File: src/rtl/dbus_responder_pkg.sv
// Shared constants for the data-bus responder: I/O register offsets and
// STATUS register bit positions.
package dbus_responder_pkg;

  localparam logic [1:0] IO_CYCLE  = 2'd0;
  localparam logic [1:0] IO_TXDATA = 2'd1;
  localparam logic [1:0] IO_STATUS = 2'd2;
  localparam logic [1:0] IO_INPORT = 2'd3;

  localparam int ST_FULL  = 0;
  localparam int ST_EMPTY = 1;
  localparam int ST_OVF   = 2;

endpackage

File: src/rtl/dbus_fifo.sv
// Small synchronous FIFO with registered head (no fall-through). A push while
// full is accepted only when a pop happens in the same cycle.
module dbus_fifo #(
  parameter int width           = 16,
  parameter int fifo_depth_log2 = 2
) (
  input  logic             clk,
  input  logic             reset,
  input  logic             push,
  input  logic [width-1:0] push_data,
  input  logic             pop,
  output logic [width-1:0] head,
  output logic             empty,
  output logic             full
);

  localparam int depth = 1 << fifo_depth_log2;

  logic [width-1:0]           mem [depth];
  logic [fifo_depth_log2-1:0] wr_ptr;
  logic [fifo_depth_log2-1:0] rd_ptr;
  logic [fifo_depth_log2:0]   count;
  logic                       do_push;
  logic                       do_pop;

  assign empty   = (count == '0);
  assign full    = (count == (fifo_depth_log2 + 1)'(depth));
  assign do_pop  = pop & ~empty;
  assign do_push = push & (~full | do_pop);
  assign head    = mem[rd_ptr];

  always_ff @(posedge clk) begin
    if (reset) begin
      wr_ptr <= '0;
      rd_ptr <= '0;
      count  <= '0;
    end else begin
      if (do_push) wr_ptr <= wr_ptr + 1'b1;
      if (do_pop)  rd_ptr <= rd_ptr + 1'b1;
      count <= count + {{fifo_depth_log2{1'b0}}, do_push}
                     - {{fifo_depth_log2{1'b0}}, do_pop};
    end
  end

  // Storage is not reset; the pointers alone define what is valid.
  always_ff @(posedge clk) begin
    if (do_push) mem[wr_ptr] <= push_data;
  end

endmodule

File: src/rtl/dbus_responder.sv
// CPU data-bus responder: word RAM in the low half of the address space and a
// small I/O block (cycle counter, TX FIFO, status, input port) in the high half.
module dbus_responder
  import dbus_responder_pkg::*;
#(
  parameter int width           = 16,
  parameter int daddr_width     = 8,
  parameter int fifo_depth_log2 = 2
) (
  input  logic                   clk,
  input  logic                   reset,
  input  logic [daddr_width-1:0] daddr,
  input  logic                   dwrite,
  input  logic [width-1:0]       dD,
  output logic [width-1:0]       dQ,
  output logic [width-1:0]       out_data,
  output logic                   out_valid,
  input  logic                   out_ready,
  input  logic [width-1:0]       in_port
);

  localparam int ram_aw = daddr_width - 1;

  logic [width-1:0] ram [2**ram_aw];
  logic [width-1:0] cycle;
  logic [width-1:0] in_port_r;
  logic [width-1:0] rd_val;
  logic [width-1:0] status_word;
  logic             overflow;
  logic             is_io;
  logic [1:0]       io_sel;
  logic             cyc_wr, tx_wr, st_wr;
  logic             pop, drop;
  logic             fifo_empty, fifo_full;

  assign is_io  = daddr[daddr_width-1];
  assign io_sel = daddr[1:0];
  assign cyc_wr = dwrite & is_io & (io_sel == IO_CYCLE);
  assign tx_wr  = dwrite & is_io & (io_sel == IO_TXDATA);
  assign st_wr  = dwrite & is_io & (io_sel == IO_STATUS);

  assign pop       = out_valid & out_ready;
  assign drop      = tx_wr & fifo_full & ~pop;
  assign out_valid = ~fifo_empty;

  dbus_fifo #(
    .width          (width),
    .fifo_depth_log2(fifo_depth_log2)
  ) u_fifo (
    .clk      (clk),
    .reset    (reset),
    .push     (tx_wr),
    .push_data(dD),
    .pop      (pop),
    .head     (out_data),
    .empty    (fifo_empty),
    .full     (fifo_full)
  );

  always_comb begin
    status_word         = '0;
    status_word[ST_FULL]  = fifo_full;
    status_word[ST_EMPTY] = fifo_empty;
    status_word[ST_OVF]   = overflow;
  end

  // Read mux sees only current register state, so a read in a write cycle
  // returns the pre-write value everywhere.
  always_comb begin
    rd_val = '0;
    if (!is_io) begin
      rd_val = ram[daddr[ram_aw-1:0]];
    end else begin
      case (io_sel)
        IO_CYCLE:  rd_val = cycle;
        IO_TXDATA: rd_val = '0;
        IO_STATUS: rd_val = status_word;
        IO_INPORT: rd_val = in_port_r;
        default:   rd_val = '0;
      endcase
    end
  end

  always_ff @(posedge clk) begin
    if (reset) begin
      dQ        <= '0;
      cycle     <= '0;
      overflow  <= 1'b0;
      in_port_r <= '0;
    end else begin
      dQ        <= rd_val;
      in_port_r <= in_port;
      cycle     <= cyc_wr ? dD : cycle + 1'b1;
      // A new overflow takes priority over a clear in the same cycle.
      if (drop)
        overflow <= 1'b1;
      else if (st_wr && dD[ST_OVF])
        overflow <= 1'b0;
    end
  end

  always_ff @(posedge clk) begin
    if (dwrite && !is_io) ram[daddr[ram_aw-1:0]] <= dD;
  end

endmodule

File: config.mk
export PLATFORM = sky130hd
export DESIGN_NAME = dbus_responder
export DESIGN_NICKNAME = d
export VERILOG_FILES = /design/src/rtl/dbus_responder_pkg.sv /design/src/rtl/dbus_fifo.sv /design/src/rtl/dbus_responder.sv
export SDC_FILE = /design/constraint.sdc
export NUM_CORES = 2
export LEC_CHECK = 0
export ABC_AREA = 1
export ABC_CLOCK_PERIOD_IN_PS = 2400
export BUFFER_PORTS_ARGS = -buffer_cell sky130_fd_sc_hd__buf_2
export CAP_MARGIN = 20
export CORE_ASPECT_RATIO = 1.1
export CORE_MARGIN = 2
export CORE_UTILIZATION = 50
export DETAILED_ROUTE_END_ITERATION = 7
export GPL_TIMING_DRIVEN = 1
export MAX_ROUTING_LAYER = met4
export PLACE_DENSITY_LB_ADDON = 0.2
export SLEW_MARGIN = 20
export SYNTH_ARGS = -nofsm -noshare
export SYNTH_HDL_FRONTEND = slang
export SYNTH_SLANG_ARGS = --single-unit
File: constraint.sdc
create_clock -name clk -period 2.4 [get_ports clk]
set_input_delay 0.12 -clock clk [delete_from_list [all_inputs] [get_ports clk]]
set_output_delay 0.12 -clock clk [all_outputs]
set_load 0.01 [all_outputs]
After elaboration in Yosys (flattened, before gate mapping):

Memory sizes are Yosys's and may differ from the RTL's. A register that Yosys moved wholly into a read port is not among the register bits.
Index checks and enable logic that the tools add are counted.

* flip-flop bits (word level): 56
* latch bits: 0
* memory bits (writable): 2112
* memory bits (read-only): 0
* bits of input ports: 44
* output and inout bits: 33
* memories kept: 2

* $add $sub $neg: 5
* $mul: 0
* div/mod/pow operators: 0
* magnitude comparators: 0
* eq/ne operators: 4
* shift-type cells: 0
* multiplexer cells: 11
* bitwise gates (word level): 13
* reductions and logical operators: 6

Memory list
* ram: words 128, width 16, read ports 1, clocked after memory_dff 0, wr ports 1, line dbus_responder.sv:24 `logic [width-1:0] ram [2**ram_aw];`
* u_fifo.mem: words 4, width 16, read ports 1, clocked after memory_dff 1, wr ports 1, line dbus_fifo.sv:19 `logic [width-1:0] mem [depth];`

Operator list (count)
* case mux 16 bit (4 select lines): 1
* 2-to-1 mux 16 bit: 2
* adder 16 x 1 -> 16 bit (second input constant): 1
* bitwise AND 1 bit: 9
* 2-to-1 mux 1 bit: 6
* adder 2 x 1 -> 2 bit (second input constant): 2
* equality test 2 bit (second input constant): 2
* 2-to-1 mux 2 bit: 2
* adder 3 x 1 -> 3 bit: 1
* equality test 3 bit (second input constant): 1
* zero test 3 bit: 1
* NOT 1 bit: 3
* subtractor 3 x 1 -> 3 bit: 1
* equality test 2 x 1 -> 1 bit (second input constant): 1
* logical AND 1 bit: 2
* zero test 2 bit: 1
* nonzero test 2 bit: 1
* zero test 1 bit: 1
* bitwise OR 1 bit: 1

Depth between registers and ports, before layout:

* depth after elaboration: 8
* gate-level depth with buffers: 16
* depth with buffers taken out: 13

Modules after synthesis:

A second synthesis with hierarchy kept.

* cells, all modules: 7548
* area total of the unflattened synthesis: 87126.1 um^2

By module, submodules not included
* dbus_responder: instances 1, cells an instance 7325, area an instance 84209.5 um^2, sequential area each 62479.9 um^2
* dbus_fifo: instances 1, cells an instance 223, area an instance 2916.5 um^2, sequential area each 2102.0 um^2

Worst setup path before layout:

No wires, ideal clock.

* kind: input -> register
* start: in daddr[4]
* end: mem ram[92][0] (enable)
* arrival: 2.008 ns
* path slack: -0.017 ns
* cell stages on the path: 5
* path through: nand2_1 > inv_2 > clkbuf_1 > nand3_1 > nor3_1

RTL lines
* start, declared: line dbus_responder.sv:12 `input logic [daddr_width-1:0] daddr,`
* end, declared: line dbus_responder.sv:24

No word-level cell before the write port.

Worst setup path in the final report:

* start: mem ram[8][7]
* end: reg dQ[7]

* word-level cells in the longest chain between the ends: 2

Ends and longest elaborated chain
* memory (128 x 16 bit)
* 2-to-1 mux 16 bit: line dbus_responder.sv:71 `if (!is_io) begin`
* end signal, assigned: line dbus_responder.sv:91 `dQ <= rd_val;`
* end, declared: line dbus_responder.sv:15 `output logic [width-1:0] dQ,`

No other way between the ends.
A chain may end at the register's enable or synchronous reset.

==> results.toml <==
[critical_path]
ff2ff_path_depth = 10
worstSetupStartpointType = "flip-flop"
crit_path_end_kind = "flip-flop"
crit_start = "ram[8][7]"
regToRegStartpoint = "ram[8][7]"
crit_required_ns = 3.13
critical_path_arrival_ns = 3.08
crit_buf_inv = 0
rr_endpoint = "dQ[7]"
critical-path-max-stage-delay_ns = 0.53
r2r_slack_ns = 0.04
critPathTopFamily = "simple AND/OR/NAND/NOR gates"
critPathSlowestCell = "o21ai_1"
cp.depth = 10
path_cells = "nand2_1 -> nand2_1 -> nand2_1 -> nand4_1 -> nand3_1 -> nand2_1 -> o21ai_1 -> nand2_1 -> nor2_1 -> nor2_1"
cp_common_cell = "nand2_1"
path_class = "reg2reg"
crit_fanout = 1

[global_route]
track_usage = 0.302
grt-ovfl-total = 0
grt_first_pass_wirelength_um = 381000
grt_pass1_vias = 57393
grt_max_degree = 74
antenna_found_initial = 6

[synthesis]
yosys.area.top_type = "edfxtp_1"
synth_area_leaders = "edfxtp_1 73%, nand2_1 14%, nand3_1 3.1%, nand4_1 1.7%, nor2_1 1.6%"
synthCells = 7512
yosys_register_bits = 2170
seq_area_frac_synth = 0.743
yosysWarnings = 0
syn_area_mm2 = 0.0869
synth_top_area_share = 0.730
avgSynthCellArea_um2 = 11.6
yosysUniqueCellTypes = 32
synth_nets = 7564

[die]
top_level_ports = 77
core-area_mm2 = 0.173
dieArea_mm2 = 0.177
initial_core_util = 0.503
die_w_um = 401
fp-row-count = 160
die_h_um = 441

[layout]
final_util = 0.592
final_nets = 8025
drive_gt1_frac = 0.110
syn_to_final_growth_pct = 17.6
final_common_cell = "nand2_1"
mostFrequentLayoutCells = "3232 x nand2_1, 2112 x edfxtp_1, 532 x nand3_1, 361 x nor2_1, 310 x buf_4"

[pwr]
internal-power_mw = 61.6
power_frac_clock = 0.404
leakagePower_nw = 38.3
p_comb_frac = 0.073
p_switching_mw = 18.3
cellPowerDensity_mw_per_mm2 = 782
p_sw_frac = 0.229
vdd_drop_max_uv = 843
seqPwrFrac = 0.523

[drt]
drtIter0Drc = 6507
wl_per_cell_um = 24.9
first_pass_iters = 8
drc = 0
antenna_left = 0
vias = 59509
vias_per_cell = 5.71
drt-total-wl_um = 260000

[clock_network]
cts_tree = "done"
h-tree-depth = 4
cts.clk_slew.worst_paths_ns = 0.06
cts_num_sinks = 2170
clockBufferDepth = 3
clk_latency_ns = 0.86
cts_buffers = 209
root_buffer = "clkbuf_16"

[hold_path]
min_to = "dQ[11]"
hold_path_class = "in2reg"
hp-start = "daddr[6]"
min_path_cells = 7

[sta]
period_needed_ns = 2.36
timing.fmax_mhz = 424
rsz0062_at_grt = "no"
hold_ws_ns = 0.104
slew_violations = 0
skew_ns = 0.0310
finalSetupViolCount = 0
period_share = 0.982
tightest_slew_ns = 1.10
hold_viol_final = 0
maxSlewHeadroom = 0.259

[flow_run]
maxCapViolations = 0

[place]
routabilityCongestion = 0.939
port-buffer-count = 76
dp_hpwl_um = 159000

[run_status]
outcome = "finished, final reports clean"
## synthesized netlist by cell type (all sizes together)
master / instances
nand4: 238
clkbuf: 117
nand2: 3234
or2: 2
o21bai: 8
inv: 194
nor2: 367
a32oi: 1
nor3: 4
dfxtp: 58
nand3b: 1
o211ai: 4
xor2: 11
fa: 1
buf: 291
edfxtp: 2112
nor4: 1
o21ai: 132
a21oi: 178
o22ai: 16
ha: 7
a22o: 1
nand3: 534
## area by class of cell
type | instances | area (um^2)
antenna | 2 | 5.00
clock inverter | 109 | 1010
timing repair buffer | 658 | 7600
multi-input combinational | 4740 | 19800
tap | 2268 | 2840
fill | 13607 | 70500
clock buffer | 280 | 5640
sequential | 2170 | 64600
inverter | 194 | 773
## flip-flops by register name, indices dropped and copies added (netlist names), named ones only
| register | cells |
|---|---|
| u_fifo.wr_ptr | 2 |
| u_fifo.mem | 64 |
| u_fifo.count | 3 |
| in_port_r | 16 |
| dQ | 16 |
| ram | 2048 |
| overflow | 1 |
| cycle | 16 |
| u_fifo.rd_ptr | 2 |
## per-stage QoR
stage	setup WS (ns)	power, mW	setup TNS [ns]	cells	cell area (um^2)
floorplan	-0.0169	45.2	-0.539	7512	86900
global placement	-0.385	48.2	-2.05	9957	94800
CTS	0.0787	80.2	0	10419	102000
finish	0.0440	79.9	0	10421	102000
global route	0.0508	82.1	0	10420	102000
detailed placement	-0.365	48.2	-2.10	9957	94800
## what timing repair did
action / 4_1_cts / 5_1_grt
hold buffers: 70 / 0
hold endpoints to repair: 1434 / 0
resized for setup: 2 / 1
endpoints found under the setup margin: 15 / 1
buffers inserted: 3 / 0
## logic make-up (layout without fill, tap and decap cells)
| family | count (synthesis) | in the layout | share of synthesized area |
|---|---|---|---|
| adder cells (fa/ha/maj) | 8 | 8 | 0.00124 |
| AO/OA/AOI/OAI | 340 | 340 | 0.0202 |
| AND/OR/NAND/NOR | 4381 | 4381 | 0.204 |
| other | 0 | 2 | 0 |
| XOR/XNOR | 11 | 11 | 0.00111 |
| buffers and inverters | 602 | 1241 | 0.0300 |
| flip-flops | 2170 | 2170 | 0.743 |
## power by group through the flow
stage / combinational [mW] / clock [mW] / sequential [mW]
floorplan: 2.60 / 0 / 42.6
global placement: 5.57 / 0 / 42.6
detailed placement: 5.65 / 0 / 42.6
CTS: 5.77 / 32.6 / 41.8
global route: 6.25 / 34.1 / 41.8
finish: 5.83 / 32.3 / 41.8
## worst max path at each step
stage | end | slack, ns
6_report | dQ[7] | 0.04
5_1_grt | out_data[13] | 0.05
4_1_cts | dQ[14] | 0.08
3_5_place_dp | dQ[14] | -0.37
3_3_place_gp | dQ[14] | -0.38
2_1_floorplan | ram[92][0] | -0.02
## tightest hold or removal path: cells and delay by family
kind	cells	cell delay, ns
and+or+nand+nor	5	0.39
buffers and inverters	2	0.40
## per-layer routing
layer	GRT usage	share of wire
met5	-	0
met4	0.136	0.048
met1	0.392	0.39
met2	0.474	0.47
met3	0.0443	0.086
Note: power is estimated with default switching activity, not from simulation.
